$ cat src/rtl/sub8_serial.sv
// Bit-serial subtractor: recovers a = (c - b) mod 2^WIDTH one bit per cycle, LSB first.
// Optional range flag err is compiled in with SUB8_RANGE_CHECK_EN.
module sub8_serial #(
  parameter int WIDTH = 8
) (
  input  logic             clk,
  input  logic             rst_n,
  input  logic             in_valid,
  output logic             in_ready,
  input  logic [WIDTH:0]   c,
  input  logic [WIDTH-1:0] b,
  output logic             out_valid,
  input  logic             out_ready,
  output logic [WIDTH-1:0] a
`ifdef SUB8_RANGE_CHECK_EN
  ,
  output logic             err
`endif
);

  localparam int CW = $clog2(WIDTH + 2);

  typedef enum logic [1:0] {IDLE, SHIFT, DONE} state_t;

  state_t         state, state_next;
  logic [WIDTH:0] c_sh, b_sh, d_sh;
  logic           borrow;
  logic [CW-1:0]  cnt;
  logic           dbit, borrow_nx, last_bit;

  assign dbit      = c_sh[0] ^ b_sh[0] ^ borrow;
  assign borrow_nx = (~c_sh[0] & b_sh[0]) | (~(c_sh[0] ^ b_sh[0]) & borrow);
  assign last_bit  = (cnt == CW'(WIDTH));

  always_ff @(posedge clk) begin
    if (!rst_n) state <= IDLE;
    else        state <= state_next;
  end

  always_comb begin
    state_next = state;
    in_ready   = 1'b0;
    out_valid  = 1'b0;
    case (state)
      IDLE: begin
        in_ready = 1'b1;
        if (in_valid) state_next = SHIFT;
      end
      SHIFT: begin
        if (last_bit) state_next = DONE;
      end
      DONE: begin
        out_valid = 1'b1;
        if (out_ready) state_next = IDLE;
      end
      default: state_next = IDLE;
    endcase
  end

  // Difference bits enter at the top of d_sh, so after WIDTH+1 shifts it holds the full word.
  always_ff @(posedge clk) begin
    if (!rst_n) begin
      c_sh   <= '0;
      b_sh   <= '0;
      d_sh   <= '0;
      borrow <= 1'b0;
      cnt    <= '0;
      a      <= '0;
`ifdef SUB8_RANGE_CHECK_EN
      err    <= 1'b0;
`endif
    end else begin
      case (state)
        IDLE: begin
          if (in_valid) begin
            c_sh   <= c;
            b_sh   <= {1'b0, b};
            d_sh   <= '0;
            borrow <= 1'b0;
            cnt    <= '0;
          end
        end
        SHIFT: begin
          c_sh   <= c_sh >> 1;
          b_sh   <= b_sh >> 1;
          d_sh   <= {dbit, d_sh[WIDTH:1]};
          borrow <= borrow_nx;
          cnt    <= cnt + CW'(1);
          if (last_bit) begin
            a <= d_sh[WIDTH:1];
`ifdef SUB8_RANGE_CHECK_EN
            err <= borrow_nx | dbit;
`endif
          end
        end
        default: ;
      endcase
    end
  end

endmodule

$ cat config.mk
export PLATFORM = sky130hd
export DESIGN_NAME = sub8_serial
export DESIGN_NICKNAME = d
export VERILOG_FILES = /design/src/rtl/sub8_serial.sv
export SDC_FILE = /design/constraint.sdc
export NUM_CORES = 1
export LEC_CHECK = 0
export ABC_AREA = 1
export BUFFER_PORTS_ARGS = -buffer_cell sky130_fd_sc_hd__buf_2
export CORE_ASPECT_RATIO = 1.75
export CORE_MARGIN = 5
export CORE_UTILIZATION = 55
export DETAILED_ROUTE_END_ITERATION = 10
export PLACE_DENSITY_LB_ADDON = 0.3
export SYNTH_ARGS = -nofsm -noshare
export SYNTH_HDL_FRONTEND = slang
export SYNTH_SLANG_ARGS = --single-unit
$ cat constraint.sdc
create_clock -name clk -period 1.5 [get_ports clk]
set_input_delay 0.3 -clock clk [delete_from_list [all_inputs] [get_ports clk]]
set_output_delay 0.3 -clock clk [all_outputs]
set_load 0.02 [all_outputs]
# Word-level counts from Yosys, hierarchy flattened
# Cells that the tools add are included.
# op_classes
add_sub_neg,1
n_eq_ne,6
mux,16
bitwise,7
n_reduce_logical,5
# ops
cell,n
$pmux 9 s2,3
$mux 9,3
$pmux 4 s2,1
$mux 2,3
$ne 2x2->1 const B,3
$pmux 2 s3,1
$add 4x1->4 const B,1
$eq 4x4->1 const B,1
$mux 4,1
$reduce_and 2->1,2
$mux 1,3
$reduce_and 3->1,1
$and 1x1->1,2
$eq 2x1->1 const B,1
$eq 2x2->1 const B,1
$logic_not 2->1,1
$not 1->1,2
$pmux 1 s2,1
$reduce_bool 2->1,1
$xor 1x1->1,2
$or 1x1->1,1
# word_totals
reg_bits,42
input_bits,21
out_inout_bits,10

# Longest topological paths before layout
# Gate-level depths: netlist of run 1.
# depth
depth_word,5
ltp_mapped,7

# Worst setup path before layout of run 1
# No wires, ideal clock.
# synth_timing
kind,reg2reg
startpoint,reg c_sh[0]
endpoint,reg d_sh[8]
setup_time_ps,71
t_arrival_ps,1190
slack_ps,239
path_stages_with_launch,5
period_less_slack_ps,1261
cell_sequence,dfxtp_1 -> inv_1 -> fa_1 -> or2_2 -> a21oi_1
# synth_between
elab_chain_cells,3
# synth_lines
item,line_no,text
"start, declared",26,"logic [WIDTH:0] c_sh, b_sh, d_sh;"
"start signal, assigned",84,c_sh <= c_sh >> 1;
$xor 1x1->1 (2 in a row),31,assign dbit = c_sh[0] ^ b_sh[0] ^ borrow;
$pmux 9 s2,73,case (state)
"end signal, assigned",86,"d_sh <= {dbit, d_sh[WIDTH:1]};"
"end, declared",26,
# Every way passes these cells.
# A chain may end at the register's enable or synchronous reset.

# Worst setup path after layout of run 1
# layout_timing
startpoint,reg state[0]
endpoint,out in_ready
# layout_between
elab_chain_cells,2
# layout_lines
item,line_no,text
"start, declared",25,"state_t state, state_next;"
"start signal, assigned",37,else state <= state_next;
$logic_not 2->1,44,case (state)
$mux 1,44,
"end, declared",9,"output logic in_ready,"
# Every way passes these cells.

==> results.txt, run 1 <==
----------------------------------------------------
[Worst setup path]
  Worst path arrival time ... 1.11 ns
  CP cell instances ... nor2_2 -> buf_6 -> buf_2
  Element type at the critical path start ... register
  Crit path required time ... between 1 and 1.5 ns
  Setup crit end kind ... output port
  Critical-path cell with the highest stage delay ... dfxtp_1
  Kind of critical path ... reg -> out
  Worst path max stage delay ... between 0.3 and 0.4 ns
  Largest fanout of any net on the critical path ... 10
  Cells on worst reg2reg path ... 4

[Clock network]
  Clock sink total ... 40
  Latest clock arrival within the worst-skew pair ... approximately 0.3 ns
  Clock root cell ... clkbuf_8
  Clock tree buffer depth ... 2
  Hold buffer count at cts ... 0
  TritonCTS clock tree ... done
  Number of buffers added by the clock tree synthesis step ... 5
  H-tree depth reported by CTS ... 2
  Register clock-pin slew on the reported worst setup and hold paths ... 0.08 ns

[Synth]
  Post-Synth Simple-Gate Area ... approximately 40%
  Synth cell count leaders ... nand2_1 (73), nand3_1 (43), dfxtp_1 (40)
  Yosys warning total ... 0
  Number of flops mapped to enable cells by yosys ... 0
  Top cell type by total area after synthesis ... dfxtp_1
  Fraction of registers with async set or reset after synthesis ... 0%
  Share of the synthesized area in compound gates (AO/OA/AOI/OAI) ... roughly 4.7%
  Post-Synthesis Net Count ... 280
  Synthesized area per cell ... 7.05 um2
  Sequential area share after synthesis ... between 40% and 50%
  Number of synthesized register bits ... 40
  Gate Count Post-Synth ... roughly 260
  Most frequent cell after synthesis ... nand2_1
  Area share of the largest cell type after synthesis ... between 40% and 50%
  Largest cells by area after synthesis ... dfxtp_1 (44%), nand2_1 (15%), nand3_1 (12%)
  Portion of netlist area occupied by mux cells ... 0%
  Most used DFF post-synth ... dfxtp_1
  Synthesized area ... between 1500 and 2000 um2
  Post-synth cell types ... 21
  Largest family of logic cells by synthesized area ... simple AND/OR/NAND/NOR gates
  Xor/xnor cell area share of the yosys netlist ... 0%
  Adder-cell area share of the yosys netlist ... 2.49%

[Timing]
  TNS Setup ... 0 ns
  Highest clock rate ... approximately 700 MHz
  Setup-failing EPs final ... 0
  Final Slew Violations ... 0
  Setup repair after global routing missed its margin ... no
  Setup slack of the critical path after layout ... ~0.089 ns
  Final worst-path cycle share ... 94.0%
  Count of final hold-check violations ... 0
  Max-slew headroom ... between 60% and 70%
  Clock skew after layout ... between 0.002 and 0.003 ns
  Post-layout min period ... roughly 1.4 ns
  Actual transition at the worst max-transition pin ... 0.450 ns

[Floorplanning]
  Cell row count ... 27
  Die area ... 4570 um2
  Initial Utilization ... a little under three fifths
  Total core area ... roughly 3200 um2
  Die Span X ... 53.3 um
  Chip Height ... approximately 86 um
  Boundary Pins ... 31

[Final layout]
  Total Nets Final ... 318
  Area growth, synth to finish ... 19.8%
  Share of final-layout standard cells stronger than drive strength 1 ... 19.3%
  Sequential cell area in the final layout ... roughly 800 um2
  Filler cell count in the final layout ... between 300 and 400
  Combined area of the multi-input logic cells ... ~840 um2
  Total inserted antenna cells ... 0

[Global routing]
  Total congestion overflow ... 0
  Antenna violations before repair ... 0
  Maximum number of pins on one net before global-route repair ... 38
  Wire length of the first global-routing pass ... roughly 6200 um
  Via count of the first global-routing pass ... 1495
  Total track usage ... between 10% and 20%

[Power]
  Leakage power of the design ... roughly 1 nW
  Ratio of total power to cell area ... 1060 nW/um2
  Worst vdd rail ir drop ... around 0.00076 V
  Overall power ... ~2.3 mW

[Status]
  Outcome ... complete, no violations

[Run]
  Number of max-cap violations ... 0

[Route]
  Number of antenna-violating nets in the routed design ... 0
  DR vias ... between 1500 and 2000
  DRT Wirelength ... 3670 um
  Drt first-iter violations ... 37
  Number of design rule violations left after detail routing ... 0
  Number of search-and-repair iterations in the first detailed-routing pass ... 4
  Detailed-route wire length per cell ... between 10 and 15 um
  Via density ... about 4.9

[Worst hold path]
  Cell count of the worst hold path ... 3
  Worst hold-check path type ... in -> reg

[Placed design]
  Routability Congestion ... 0.789
  Number of buffer cells added on primary ports ... 30
  Half-perimeter wire length of the detailed placement result ... roughly 2500 um
  Setup slack at placement ... 0.179 ns

----------------------------------------------------
-- area by class of cell --
| class | count | area share (%) |
|---|---|---|
| Clock inverter | 3 | 2.14 |
| Clock buffer | 5 | 3.18 |
| Inverter | 23 | 3.99 |
| Timing Repair Buffer | 43 | 12.2 |
| Multi-Input combinational cell | 181 | 38.9 |
| Tap cell | 43 | 2.49 |
| Sequential cell | 40 | 37.0 |
-- cell families (layout without fill, tap and decap cells) --
kind of cell | after synthesis | count (layout)
buf+inv | 35 | 74
flops | 40 | 40
simple gates | 161 | 161
compound gates | 17 | 17
fa+ha+maj | 3 | 3
-- stage by stage --
stage	std cells	area, um2	util [%]	hold slack (ns)
after global placement	325	2000	62.9	0.445
after floorplan	256	1810	-	0.421
after global routing	338	2160	68.1	0.272
final	338	2160	68.1	0.275
after CTS	333	2120	66.7	0.264
after detailed placement	325	2000	62.9	0.448
-- path summary, 6_finish.rpt --
check             slack, ns                    to             startpoint
hold / removal         0.28  c_sh[8]$_SDFFE_PN0P_                   c[8]
setup reg to reg       0.17  d_sh[8]$_SDFFE_PN0P_   c_sh[0]$_SDFFE_PN0P_
setup / recovery       0.09              in_ready  state[0]$_SDFFE_PN0P_
hold reg to reg        0.46  d_sh[1]$_SDFFE_PN0P_   d_sh[1]$_SDFFE_PN0P_
-- where the power goes --
group          total (mW)  switching [mW]  internal [mW]
combinational       0.271           0.157          0.114
sequential           1.13          0.0259           1.10
clock               0.898           0.397          0.501
-- timing repair --
item / CTS / global route
setup endpoints to repair: 1 / 2
setup buffers: 0 / 5
resized for setup: 1 / 2
-- state kept, by name, indices dropped and copies added, names as in the netlist --
signal and flops:
c_sh 9, d_sh 8, cnt 4, state 2
b_sh 8, borrow 1, a 8
-- worst max-delay path: cells and delay by family (launching register included) --
kind / cells / cell delay (ns)
buf+inv: 2 / 0.32
flops: 1 / 0.37
simple gates: 1 / 0.12
-- layer usage --
metal / share of wire (%) / vias to the layer above / track usage (%) / wire length, um
li1: - / 882 / - / -
met1: 41 / 739 / 18.9 / 1500
met2: 53 / 28 / 32.0 / 1940
met3: 4.2 / 5 / 4.70 / 155
met4: 1.9 / 0 / 9.07 / 69
met5: 0 / - / 0 / 0
-- placed cells by master, fill, tap and decap left out, types with 2 or more instances in the layout --
cell type / instances
buf_2: 30
inv_1: 21
nand2_1: 72
nor2_1: 32
dfxtp_1: 40
buf_4: 11
a21oi_1: 15
nor2_4: 2
nand3_1: 43
nand3b_1: 8
clkbuf_8: 5
ha_1: 2
Note: power is estimated with default switching activity, not from simulation.
==> run 2: changes to the inputs <==
ABC_AREA = unset   (was 1)
==> run 2 against run 1 <==
- worst setup slack worse by 0.039 ns
- cell count is 20% lower
- core utilization is 2.0 points lower
- clock skew is 0.0024 ns higher
- count of clock-buffer cells in the layout is 1 higher
- critical path depth stayed put
- sequential power hardly changed
- combinational power is 2% lower
- clock power is 26% lower
- die area is 1.5% higher
- critical path type unchanged
- critical endpoint is now out_valid
- largest cell class unchanged
==> results.txt, run 2 <==
----------------------------------------------------
[Synth]
  Fraction of registers with async set or reset after synthesis ... 0% (unchanged)
  Top cell type by total area after synthesis ... dfxtp_1 (unchanged)
  Area share of the largest cell type after synthesis ... 43.6% (was 44.4%)
  Most frequent cell after synthesis ... dfxtp_1 (was nand2_1)
  Number of flops mapped to enable cells by yosys ... 0 (unchanged)
  Synthesized area ... 1840 um2 (was 1810 um2)
  Post-Synthesis Net Count ... 222 (was 280)
  Yosys warning total ... 0 (unchanged)
  Post-synth cell types ... 30 (was 21)
  Sequential area share after synthesis ... 43.6% (was 44.4%)
  Synthesized area per cell ... 9.28 um2 (was 7.05 um2)
  Synth cell count leaders ... dfxtp_1 (40), nor2_1 (27), nand2_1 (20) (was nand2_1 (73), nand3_1 (43), dfxtp_1 (40))
  Most used DFF post-synth ... dfxtp_1 (unchanged)
  Number of synthesized register bits ... 40 (unchanged)
  Largest cells by area after synthesis ... dfxtp_1 (44%), o221a_1 (9.2%), nor2b_1 (5.8%) (was dfxtp_1 (44%), nand2_1 (15%), nand3_1 (12%))
  Gate Count Post-Synth ... 198 (was 256)

[Clock network]
  Post_cts resized ... 0 (was 1)
  Hold buffer count at cts ... 0 (unchanged)
  TritonCTS clock tree ... done (unchanged)
  Clock tree buffer depth ... 2 (unchanged)
  Clock root cell ... clkbuf_8 (unchanged)
  Setup bufs post-CTS ... 0 (unchanged)
  Clock sink total ... 40 (unchanged)
  Register clock-pin slew on the reported worst setup and hold paths ... 0.07 ns (was 0.08 ns)
  Latest clock arrival within the worst-skew pair ... 0.29 ns (was 0.30 ns)
  Number of buffers added by the clock tree synthesis step ... 5 (unchanged)
  H-tree depth reported by CTS ... 2 (unchanged)

[Global routing]
  Via count of the first global-routing pass ... 1616 (was 1495)
  Antenna violations before repair ... 0 (unchanged)
  Total track usage ... 19.9% (was 18.1%)
  Maximum number of pins on one net before global-route repair ... 25 (was 38)
  Total congestion overflow ... 0 (unchanged)
  Wire length of the first global-routing pass ... 6970 um (was 6180 um)

[Route]
  Number of design rule violations left after detail routing ... 0 (unchanged)
  Metal3 WL ... 155 um (unchanged)
  Wire length the detailed router placed on met1 ... 1580 um (was 1500 um)
  Drt first-iter violations ... 29 (was 37)
  DRT Wirelength ... 4050 um (was 3670 um)
  Via density ... 5.69 (was 4.89)
  Detailed-route wire length per cell ... 15.0 um (was 10.8 um)
  Uppermost layer routed ... met4 (unchanged)
  Number of antenna-violating nets in the routed design ... 0 (unchanged)
  Met2 WL ... 2210 um (was 1940 um)
  Number of search-and-repair iterations in the first detailed-routing pass ... 4 (unchanged)
  DR vias ... 1542 (was 1654)

[Worst hold path]
  Worst hold-check path type ... in -> reg (unchanged)

[Floorplanning]
  Die Span X ... 53.7 um (was 53.3 um)
  Cell row count ... 27 (unchanged)
  Boundary Pins ... 31 (unchanged)
  Die area ... 4640 um2 (was 4570 um2)
  Initial Utilization ... 57.9% (was 56.9%)
  Total core area ... 3180 um2 (unchanged)
  Chip Height ... 86.5 um (was 85.8 um)

[Final layout]
  Post-Layout Inst Area ... 2100 um2 (was 2160 um2)
  Total Nets Final ... 252 (was 318)
  Number of non-filler instances in the completed layout ... 271 (was 338)
  Total inserted antenna cells ... 0 (unchanged)
  Top library cells by usage in the layout, fill and taps aside ... dfxtp_1 (40), buf_2 (30), nor2_1 (27), nand2_1 (20), nor2b_1 (17) (was nand2_1 (72), nand3_1 (43), dfxtp_1 (40), nor2_1 (32), buf_2 (30))
  Utilization of the core after routing ... 66.0% (was 68.1%)
  Leading cell type in the layout, fill and taps excluded ... dfxtp_1 (was nand2_1)
  Share of final-layout standard cells stronger than drive strength 1 ... 21.9% (was 19.3%)
  Largest reg by FF count ... c_sh (unchanged)
  Max FFs per register ... 9 (unchanged)
  Sequential cell area in the final layout ... 801 um2 (unchanged)
  Area growth, synth to finish ... 14.1% (was 19.8%)
  Filler cell count in the final layout ... 294 (was 320)
  Combined area of the multi-input logic cells ... 921 um2 (was 842 um2)

[Timing]
  Final worst-path cycle share ... 96.6% (was 94.0%)
  TNS Setup ... 0 ns (unchanged)
  Final Slew Violations ... 0 (unchanged)
  Worst slack on hold paths ... 0.322 ns (was 0.275 ns)
  Actual transition at the worst max-transition pin ... 0.645 ns (was 0.450 ns)
  Setup-failing EPs final ... 0 (unchanged)
  Post-layout min period ... 1.45 ns (was 1.41 ns)
  Max-slew headroom ... 57.0% (was 69.8%)
  Setup repair after global routing missed its margin ... no (unchanged)
  Count of final hold-check violations ... 0 (unchanged)
  Clock skew after layout ... 0.00538 ns (was 0.00299 ns)
  Highest clock rate ... 690 MHz (was 709 MHz)
  Setup slack of the critical path after layout ... 0.0504 ns (was 0.0894 ns)

[Worst setup path]
  Worst path arrival time ... 1.15 ns (was 1.11 ns)
  Setup crit end kind ... output port (unchanged)
  Crit path required time ... 1.20 ns (about the same)
  Largest fanout of any net on the critical path ... 7 (was 10)
  Kind of critical path ... reg -> out (unchanged)
  Element type at the critical path start ... register (unchanged)

[Placed design]
  Half-perimeter wire length of the detailed placement result ... 3030 um (was 2530 um)
  Number of buffer cells added on primary ports ... 30 (unchanged)
  Placement-stage cell area ... 2020 um2 (was 2000 um2)
  Setup slack at placement ... 0.123 ns (was 0.179 ns)
  Count of placed standard cells including taps ... 264 (was 325)
  Routability Congestion ... 0.732 (was 0.789)

[Run]
  Number of max-cap violations ... 0 (unchanged)

[Power]
  Overall power ... 2.07 mW (was 2.29 mW)
  Ratio of total power to cell area ... 987 nW/um2 (was 1060 nW/um2)
  Worst vdd rail ir drop ... 0.000855 V (was 0.000760 V)
  Leakage power of the design ... 0.850 nW (was 1.01 nW)

[Status]
  Outcome ... complete, no violations (unchanged)

----------------------------------------------------
## run 2: cell count changes after synthesis, moves of 5 or more
cell / before / now
mux2i_1: 0 / 8
a22oi_1: 0 / 9
inv_1: 21 / 5
clkbuf_1: 0 / 7
nand2_1: 73 / 20
nand3b_1: 8 / 1
nor2b_1: 0 / 17
nor2_1: 32 / 27
nand3_1: 43 / 3
o221a_1: 0 / 15
## run 2: cells by family after synthesis
| family | after synthesis | share of synthesized area [%] |
|---|---|---|
| buffers and inverters | 22 | 6.33 |
| adders and majority gates | 3 | 2.45 |
| AOI/OAI and AO/OA | 49 | 22.3 |
| and+or+nand+nor | 76 | 21.0 |
| muxes | 8 | 4.36 |
| DFF | 40 | 43.6 |
## run 2: path summary, 6_finish.rpt
check | startpoint | endpoint | slack [ns] | depth (start not counted)
hold reg to reg | a[2]$_SDFFE_PN0P_ | a[2]$_SDFFE_PN0P_ | 0.46 | 2
setup reg to reg | state[0]$_SDFFE_PN0P_ | c_sh[3]$_SDFFE_PN0P_ | 0.16 | 3
hold / removal | out_ready | state[1]$_SDFFE_PN0P_ | 0.32 | 3
setup / recovery | state[0]$_SDFFE_PN0P_ | out_valid | 0.05 | 3
## run 2: area by class of cell
cell class,count,area share [%]
inverter,5,0.895
clock buffer,6,3.46
timing repair buffer,40,10.7
sequential,40,38.2
clock inverter,1,0.239
multi-input combinational,136,43.9
tap,43,2.57
## run 2: layer usage
layer / track usage, % / up-vias
li1: - / 748
met2: 35.8 / 29
met1: 20.6 / 757
met5: 0 / -
met3: 4.99 / 8
met4: 8.37 / 0
## run 2: critical path: stages, from the launching register on
cell and delay, ns:
dfxtp_1 0.34, buf_4 0.17, nor2b_1 0.15, buf_2 0.19
## run 2: power by group
| group | internal (mW) | switching [mW] | total [mW] |
|---|---|---|---|
| Sequential | 1.11 | 0.0327 | 1.14 |
| Clock | 0.316 | 0.345 | 0.661 |
| Combinational | 0.126 | 0.140 | 0.266 |
| Total | 1.55 | 0.518 | 2.07 |
